## src/rtl/pwd_pkg.sv

```systemverilog
// pwd_pkg: definitions shared by the password serializer and its FIFO.
//   PWD_WIDTH   - default number of bits per password code
//   PWD_DEPTH   - default number of FIFO entries
//   pwd_state_e - serializer state: IDLE (nothing shifting) or SHIFT
package pwd_pkg;

    localparam int PWD_WIDTH = 4;
    localparam int PWD_DEPTH = 2;

    typedef enum logic {
        IDLE  = 1'b0,
        SHIFT = 1'b1
    } pwd_state_e;

endpackage : pwd_pkg

```

## src/rtl/pwd_fifo.sv

```systemverilog
// pwd_fifo: small synchronous FIFO holding password codes.
//   clk      - clock, all updates on the rising edge
//   reset    - asynchronous active-low reset, empties the FIFO
//   i_push   - request to write i_data (ignored while full or during i_clear)
//   i_data   - code to write
//   i_pop    - request to drop the head entry (ignored while empty or during i_clear)
//   i_clear  - synchronous flush, has priority over push and pop
//   o_head   - entry at the head of the FIFO (valid when !o_empty)
//   o_full   - FIFO holds DEPTH entries
//   o_empty  - FIFO holds no entries
//   o_count  - number of stored entries
module pwd_fifo
    import pwd_pkg::*;
#(
    parameter int WIDTH = PWD_WIDTH,
    parameter int DEPTH = PWD_DEPTH
) (
    input  logic                     clk,
    input  logic                     reset,
    input  logic                     i_push,
    input  logic [WIDTH-1:0]         i_data,
    input  logic                     i_pop,
    input  logic                     i_clear,
    output logic [WIDTH-1:0]         o_head,
    output logic                     o_full,
    output logic                     o_empty,
    output logic [$clog2(DEPTH):0]   o_count
);

    localparam int PTR_W  = $clog2(DEPTH);
    localparam int FCNT_W = PTR_W + 1;

    logic [WIDTH-1:0]  r_mem [DEPTH];
    logic [PTR_W-1:0]  r_head;
    logic [PTR_W-1:0]  r_tail;
    logic [FCNT_W-1:0] r_count;
    logic              w_full;
    logic              w_empty;
    logic              w_push_ok;
    logic              w_pop_ok;

    // The count carries one extra bit so that full (DEPTH) and empty (0) differ.
    assign w_full    = (r_count == FCNT_W'(DEPTH));
    assign w_empty   = (r_count == FCNT_W'(0));
    // A push into a full FIFO is refused even if a pop frees a slot on the same edge.
    assign w_push_ok = i_push && !w_full && !i_clear;
    assign w_pop_ok  = i_pop && !w_empty && !i_clear;

    assign o_head  = r_mem[r_head];
    assign o_full  = w_full;
    assign o_empty = w_empty;
    assign o_count = r_count;

    // Pointer and occupancy bookkeeping; pointers wrap naturally modulo DEPTH.
    always_ff @(posedge clk or negedge reset) begin
        if (!reset) begin
            r_head  <= PTR_W'(0);
            r_tail  <= PTR_W'(0);
            r_count <= FCNT_W'(0);
        end else if (i_clear) begin
            r_head  <= PTR_W'(0);
            r_tail  <= PTR_W'(0);
            r_count <= FCNT_W'(0);
        end else begin
            if (w_push_ok) begin
                r_tail <= r_tail + PTR_W'(1);
            end
            if (w_pop_ok) begin
                r_head <= r_head + PTR_W'(1);
            end
            case ({w_push_ok, w_pop_ok})
                2'b10:   r_count <= r_count + FCNT_W'(1);
                2'b01:   r_count <= r_count - FCNT_W'(1);
                default: r_count <= r_count;
            endcase
        end
    end

    // Storage array, written at the tail on every accepted push.
    always_ff @(posedge clk or negedge reset) begin
        if (!reset) begin
            for (int i = 0; i < DEPTH; i++) begin
                r_mem[i] <= {WIDTH{1'b0}};
            end
        end else if (w_push_ok) begin
            r_mem[r_tail] <= i_data;
        end
    end

endmodule : pwd_fifo

```

## src/rtl/password_serializer.sv

```systemverilog
// password_serializer: buffers password codes and shifts them out MSB-first,
// one bit per clock, with no gap between consecutive codes.
//   clk         - clock, all updates on the rising edge
//   reset       - asynchronous active-low reset
//   in_code     - code offered for buffering
//   in_valid    - in_code is offered this cycle
//   in_ready    - FIFO can accept this cycle (not full)
//   clear       - synchronous flush of the FIFO and any frame in flight
//   data        - serial code bit (registered)
//   bit_valid   - data carries a code bit (registered)
//   frame_start - data is the MSB of a code (registered)
//   busy        - a frame is shifting or the FIFO holds codes
module password_serializer
    import pwd_pkg::*;
#(
    parameter int WIDTH = PWD_WIDTH,
    parameter int DEPTH = PWD_DEPTH
) (
    input  logic             clk,
    input  logic             reset,
    input  logic [WIDTH-1:0] in_code,
    input  logic             in_valid,
    output logic             in_ready,
    input  logic             clear,
    output logic             data,
    output logic             bit_valid,
    output logic             frame_start,
    output logic             busy
);

    localparam int CNT_W  = (WIDTH > 1) ? $clog2(WIDTH) : 1;
    localparam int FCNT_W = $clog2(DEPTH) + 1;

    pwd_state_e         r_state;
    logic [WIDTH-1:0]   r_shift;
    logic [CNT_W-1:0]   r_bit_cnt;
    logic               r_data;
    logic               r_bit_valid;
    logic               r_frame_start;

    logic [WIDTH-1:0]   w_head;
    logic               w_full;
    logic               w_empty;
    logic [FCNT_W-1:0]  w_count;
    logic               w_pop;

    pwd_fifo #(
        .WIDTH (WIDTH),
        .DEPTH (DEPTH)
    ) u_fifo (
        .clk     (clk),
        .reset   (reset),
        .i_push  (in_valid),
        .i_data  (in_code),
        .i_pop   (w_pop),
        .i_clear (clear),
        .o_head  (w_head),
        .o_full  (w_full),
        .o_empty (w_empty),
        .o_count (w_count)
    );

    // Pop the head whenever the shifter is free: idle, or emitting its last bit.
    always_comb begin
        w_pop = 1'b0;
        if (!clear && !w_empty &&
            ((r_state == IDLE) || (r_bit_cnt == CNT_W'(0)))) begin
            w_pop = 1'b1;
        end else begin
            w_pop = 1'b0;
        end
    end

    assign in_ready    = !w_full;
    assign busy        = (r_state == SHIFT) || (w_count != FCNT_W'(0));
    assign data        = r_data;
    assign bit_valid   = r_bit_valid;
    assign frame_start = r_frame_start;

    // Serializer FSM: the output bit is registered directly from the head on
    // load, and r_shift keeps only the bits still to be sent.
    always_ff @(posedge clk or negedge reset) begin
        if (!reset) begin
            r_state       <= IDLE;
            r_shift       <= {WIDTH{1'b0}};
            r_bit_cnt     <= CNT_W'(0);
            r_data        <= 1'b0;
            r_bit_valid   <= 1'b0;
            r_frame_start <= 1'b0;
        end else if (clear) begin
            r_state       <= IDLE;
            r_shift       <= {WIDTH{1'b0}};
            r_bit_cnt     <= CNT_W'(0);
            r_data        <= 1'b0;
            r_bit_valid   <= 1'b0;
            r_frame_start <= 1'b0;
        end else begin
            case (r_state)
                SHIFT: begin
                    if (r_bit_cnt != CNT_W'(0)) begin
                        r_data        <= r_shift[WIDTH-1];
                        r_shift       <= {r_shift[WIDTH-2:0], 1'b0};
                        r_bit_cnt     <= r_bit_cnt - CNT_W'(1);
                        r_bit_valid   <= 1'b1;
                        r_frame_start <= 1'b0;
                    end else if (!w_empty) begin
                        // Zero-bubble reload of the next code.
                        r_data        <= w_head[WIDTH-1];
                        r_shift       <= {w_head[WIDTH-2:0], 1'b0};
                        r_bit_cnt     <= CNT_W'(WIDTH - 1);
                        r_bit_valid   <= 1'b1;
                        r_frame_start <= 1'b1;
                    end else begin
                        r_state       <= IDLE;
                        r_shift       <= {WIDTH{1'b0}};
                        r_data        <= 1'b0;
                        r_bit_valid   <= 1'b0;
                        r_frame_start <= 1'b0;
                    end
                end
                IDLE: begin
                    if (!w_empty) begin
                        r_state       <= SHIFT;
                        r_data        <= w_head[WIDTH-1];
                        r_shift       <= {w_head[WIDTH-2:0], 1'b0};
                        r_bit_cnt     <= CNT_W'(WIDTH - 1);
                        r_bit_valid   <= 1'b1;
                        r_frame_start <= 1'b1;
                    end else begin
                        r_data        <= 1'b0;
                        r_bit_valid   <= 1'b0;
                        r_frame_start <= 1'b0;
                    end
                end
                default: begin
                    r_state       <= IDLE;
                    r_shift       <= {WIDTH{1'b0}};
                    r_bit_cnt     <= CNT_W'(0);
                    r_data        <= 1'b0;
                    r_bit_valid   <= 1'b0;
                    r_frame_start <= 1'b0;
                end
            endcase
        end
    end

endmodule : password_serializer
```

## config.mk

```make
export PLATFORM = sky130hd
export DESIGN_NAME = password_serializer
export DESIGN_NICKNAME = d
export VERILOG_FILES = /design/src/rtl/pwd_pkg.sv /design/src/rtl/pwd_fifo.sv /design/src/rtl/password_serializer.sv
export SDC_FILE = /design/constraint.sdc
export NUM_CORES = 1
export LEC_CHECK = 0
export ABC_AREA = 1
export CORE_ASPECT_RATIO = 0.9
export CORE_UTILIZATION = 57
export CTS_CLUSTER_SIZE = 28
export DETAILED_ROUTE_END_ITERATION = 16
export GPL_ROUTABILITY_DRIVEN = 1
export PLACE_DENSITY = 0.81
export SYNTH_ARGS = -nofsm -noshare
export SYNTH_HDL_FRONTEND = slang
export SYNTH_SLANG_ARGS = --single-unit
```

## constraint.sdc

```tcl
create_clock -name clk -period 3.3 [get_ports clk]
set_input_delay 0.66 -clock clk [delete_from_list [all_inputs] [get_ports clk]]
set_output_delay 0.66 -clock clk [all_outputs]
set_load 0.005 [all_outputs]
```

==> flow_summary.json <==
{
  "grt-ovfl-total": 0,
  "hold_slack_ns": 0.4935,
  "setup_viol": 0,
  "rows": 13,
  "vias_per_cell": 5.095,
  "hold_viol_final": 0,
  "die_x_um": 46.15,
  "arrival_ns": 1.64,
  "cts_sinks": 20,
  "maxCapViolCount": 0,
  "skew_ns": 0.002584,
  "wl_per_cell_um": 11.87,
  "gp_congestion": 0.8454,
  "postCtsHoldBufs": 0,
  "synth.distinct_cells": 23,
  "max_freq_ghz": 0.4351,
  "top_layer": "met4",
  "cp_data_required_time_ns": 2.64,
  "placedCellCount": 144,
  "cts_tree": "yes",
  "clockRootBuffer": "clkbuf_4",
  "initial_utilization_pct": 64.70,
  "antenna_left": 0,
  "cp-end-kind": "output port",
  "antenna_cells": 0,
  "tightest_slew_ns": 0.8655,
  "via_count": 754,
  "postCtsSetupBuffers": 0,
  "wl_mm": 1.757,
  "vdd_drop_max_mv": 0.6338,
  "grt_pass1_vias": 716,
  "drv_slew": 0,
  "nNetsFinal": 135,
  "hp-class": "flop to flop",
  "io_buffers": 12,
  "syn_area_um2": 999.7,
  "path_max_fanout": 4,
  "synth_seq_cells": 20,
  "drtIter0Drc": 40,
  "cts_resized": 0,
  "synth_area_leaders": "dfrtp_1, nand2_1, inv_1",
  "grt_max_degree": 21,
  "synth_top_area_cell": "dfrtp_1",
  "syn_to_final_growth_pct": 17.77,
  "syn-num-nets": 120,
  "nFillCells": 112,
  "met3WireLength_um": 66,
  "die_y_um": 41.73,
  "clk_latency_ns": 0.30,
  "setup_slack_ns": 1.002,
  "maxSlewHeadroom_pct": 42.12,
  "rsz0062_at_grt": "no",
  "powerDensity_nw_per_um2": 871.1,
  "p_leak_nw": 0.5931,
  "coreArea_um2": 1545,
  "post-place-ws_ns": 1.296,
  "path_class": "flop to output port",
  "status": "complete, no violations",
  "drc": 0,
  "htree_levels": 1,
  "synth_area_per_cell_um2": 8.926,
  "layout-drive-gt1-share_pct": 19.84,
  "post-route-period-util_pct": 69.65,
  "period_minus_slack_ns": 2.298,
  "cts-buffers-inserted": 3,
  "cts.reportedPaths.clkPinSlew_ns": 0.11,
  "antenna_found_initial": 0,
  "clockBufferDepth": 2,
  "wl_met2_um": 851,
  "dieArea_um2": 1926,
  "syn_inst": 112,
  "tns_ns": 0,
  "grt_pass1_wl_mm": 2.911,
  "netlist.area_leader.share_pct": 50.06,
  "ys_seq_area_share_pct": 50.06,
  "io_pins": 13,
  "dpl.hpwl_mm": 1.255,
  "ys_warn_count": 0,
  "drt_pre_antenna_iters": 4,
  "cp-start-kind": "flop",
  "instances_no_fill": 148,
  "grt_util_all_layers_pct": 20.65,
  "wl_met1_um": 804
}
[worst paths after layout]
kind                                    from           endpoint  slack, ns  cells past startpoint
hold / removal               u_fifo.r_mem[1]    u_fifo.r_mem[1]       0.49                      2
setup reg to reg           u_fifo.o_count[0]         r_shift[1]       1.97                      7
max in group asynchronous              reset         r_shift[3]       1.93                      1
hold reg to reg              u_fifo.r_mem[1]    u_fifo.r_mem[1]       0.49                      2
min in group asynchronous              reset  u_fifo.o_count[0]       0.84                      1
setup / recovery           u_fifo.o_count[0]               busy       1.00                      5
[per-layer routing]
layer  vias to the layer above  global-route usage [%]
met5                         -                       0
met4                         0                   5.294
met3                         7                   3.913
met2                        19                   33.80
met1                       346                   27.59
li1                        382                       -
[metrics by stage]
step | util, % | instance area (µm²) | power [mW]
final | 76.19 | 1177 | 1.026
after CTS | 76.19 | 1177 | 1.028
after global routing | 76.19 | 1177 | 1.095
after floorplan | - | 999.7 | 0.7066
after detailed placement | 72.79 | 1125 | 0.8229
after global placement | 72.79 | 1125 | 0.8106
[worst max-delay path, cell delays in order (launching register included)]
cell and delay (ns):
dfrtp_1 0.43, inv_2 0.09, nand2_1 0.10, nor2_1 0.17, inv_1 0.10, clkdlybuf4s50_1 0.45
[cells in the mapped netlist]
cell and n:
nand2_1 26, dfrtp_1 20, inv_1 15, o21ai_0 8, nor2_1 6, nand3_1 5, o21ai_2 5, nand2_2 4
nand2_4 3, o21ai_1 3, a21oi_1 2, buf_6 2, mux2i_1 2, or2_2 2, a21oi_2 1, clkinv_2 1
inv_2 1, nand3_2 1, nor2_2 1, nor2_4 1, o211ai_1 1, o21ai_4 1, o22ai_1 1
[flip-flops by register name (all words and copies together) (netlist names)]
register	flops
bit_valid	1
data	1
frame_start	1
r_bit_cnt	2
r_shift	3
u_fifo.o_count	2
u_fifo.r_head	1
u_fifo.r_mem	8
u_fifo.r_tail	1
[power by group]
group	switching, mW	leakage, nW	total (mW)	internal [mW]
sequential	0.0850	0.257	0.431	0.346
clock	0.0753	0.0279	0.198	0.123
combinational	0.222	0.308	0.396	0.174
[kinds of logic after synthesis]
group | Yosys count | share of synthesized area (%)
muxes | 2 | 2.003
AOI/OAI and AO/OA | 22 | 14.77
and+or+nand+nor | 49 | 24.40
buffers and inverters | 19 | 8.760
DFF | 20 | 50.06
[area by class of cell]
class                   count  area [µm²]  share of cell area (%)
clock buffers               3       22.52                   1.913
clock inverters             1       30.03                   2.550
inverters                  17       65.06                   5.526
multi-input cells          73       411.6                   34.96
flip-flops and latches     20       500.5                   42.51
well taps                  22       27.53                   2.338
repair buffers             12       120.1                   10.20
[placed cells by master, fill, tap and decap left out, drive strengths merged]
master	synthesis	layout
a21oi	3	3
bufinv	0	1
clkbuf	0	3
clkdlybuf4s50	0	12
clkinv	1	1
dfrtp	20	20
inv	16	16
mux2i	2	2
nand2	33	33
nand3	6	6
nor2	8	8
o211ai	1	1
o21ai	17	17
o22ai	1	1
or2	2	2
No activity file was read; power rests on OpenSTA's default activity.
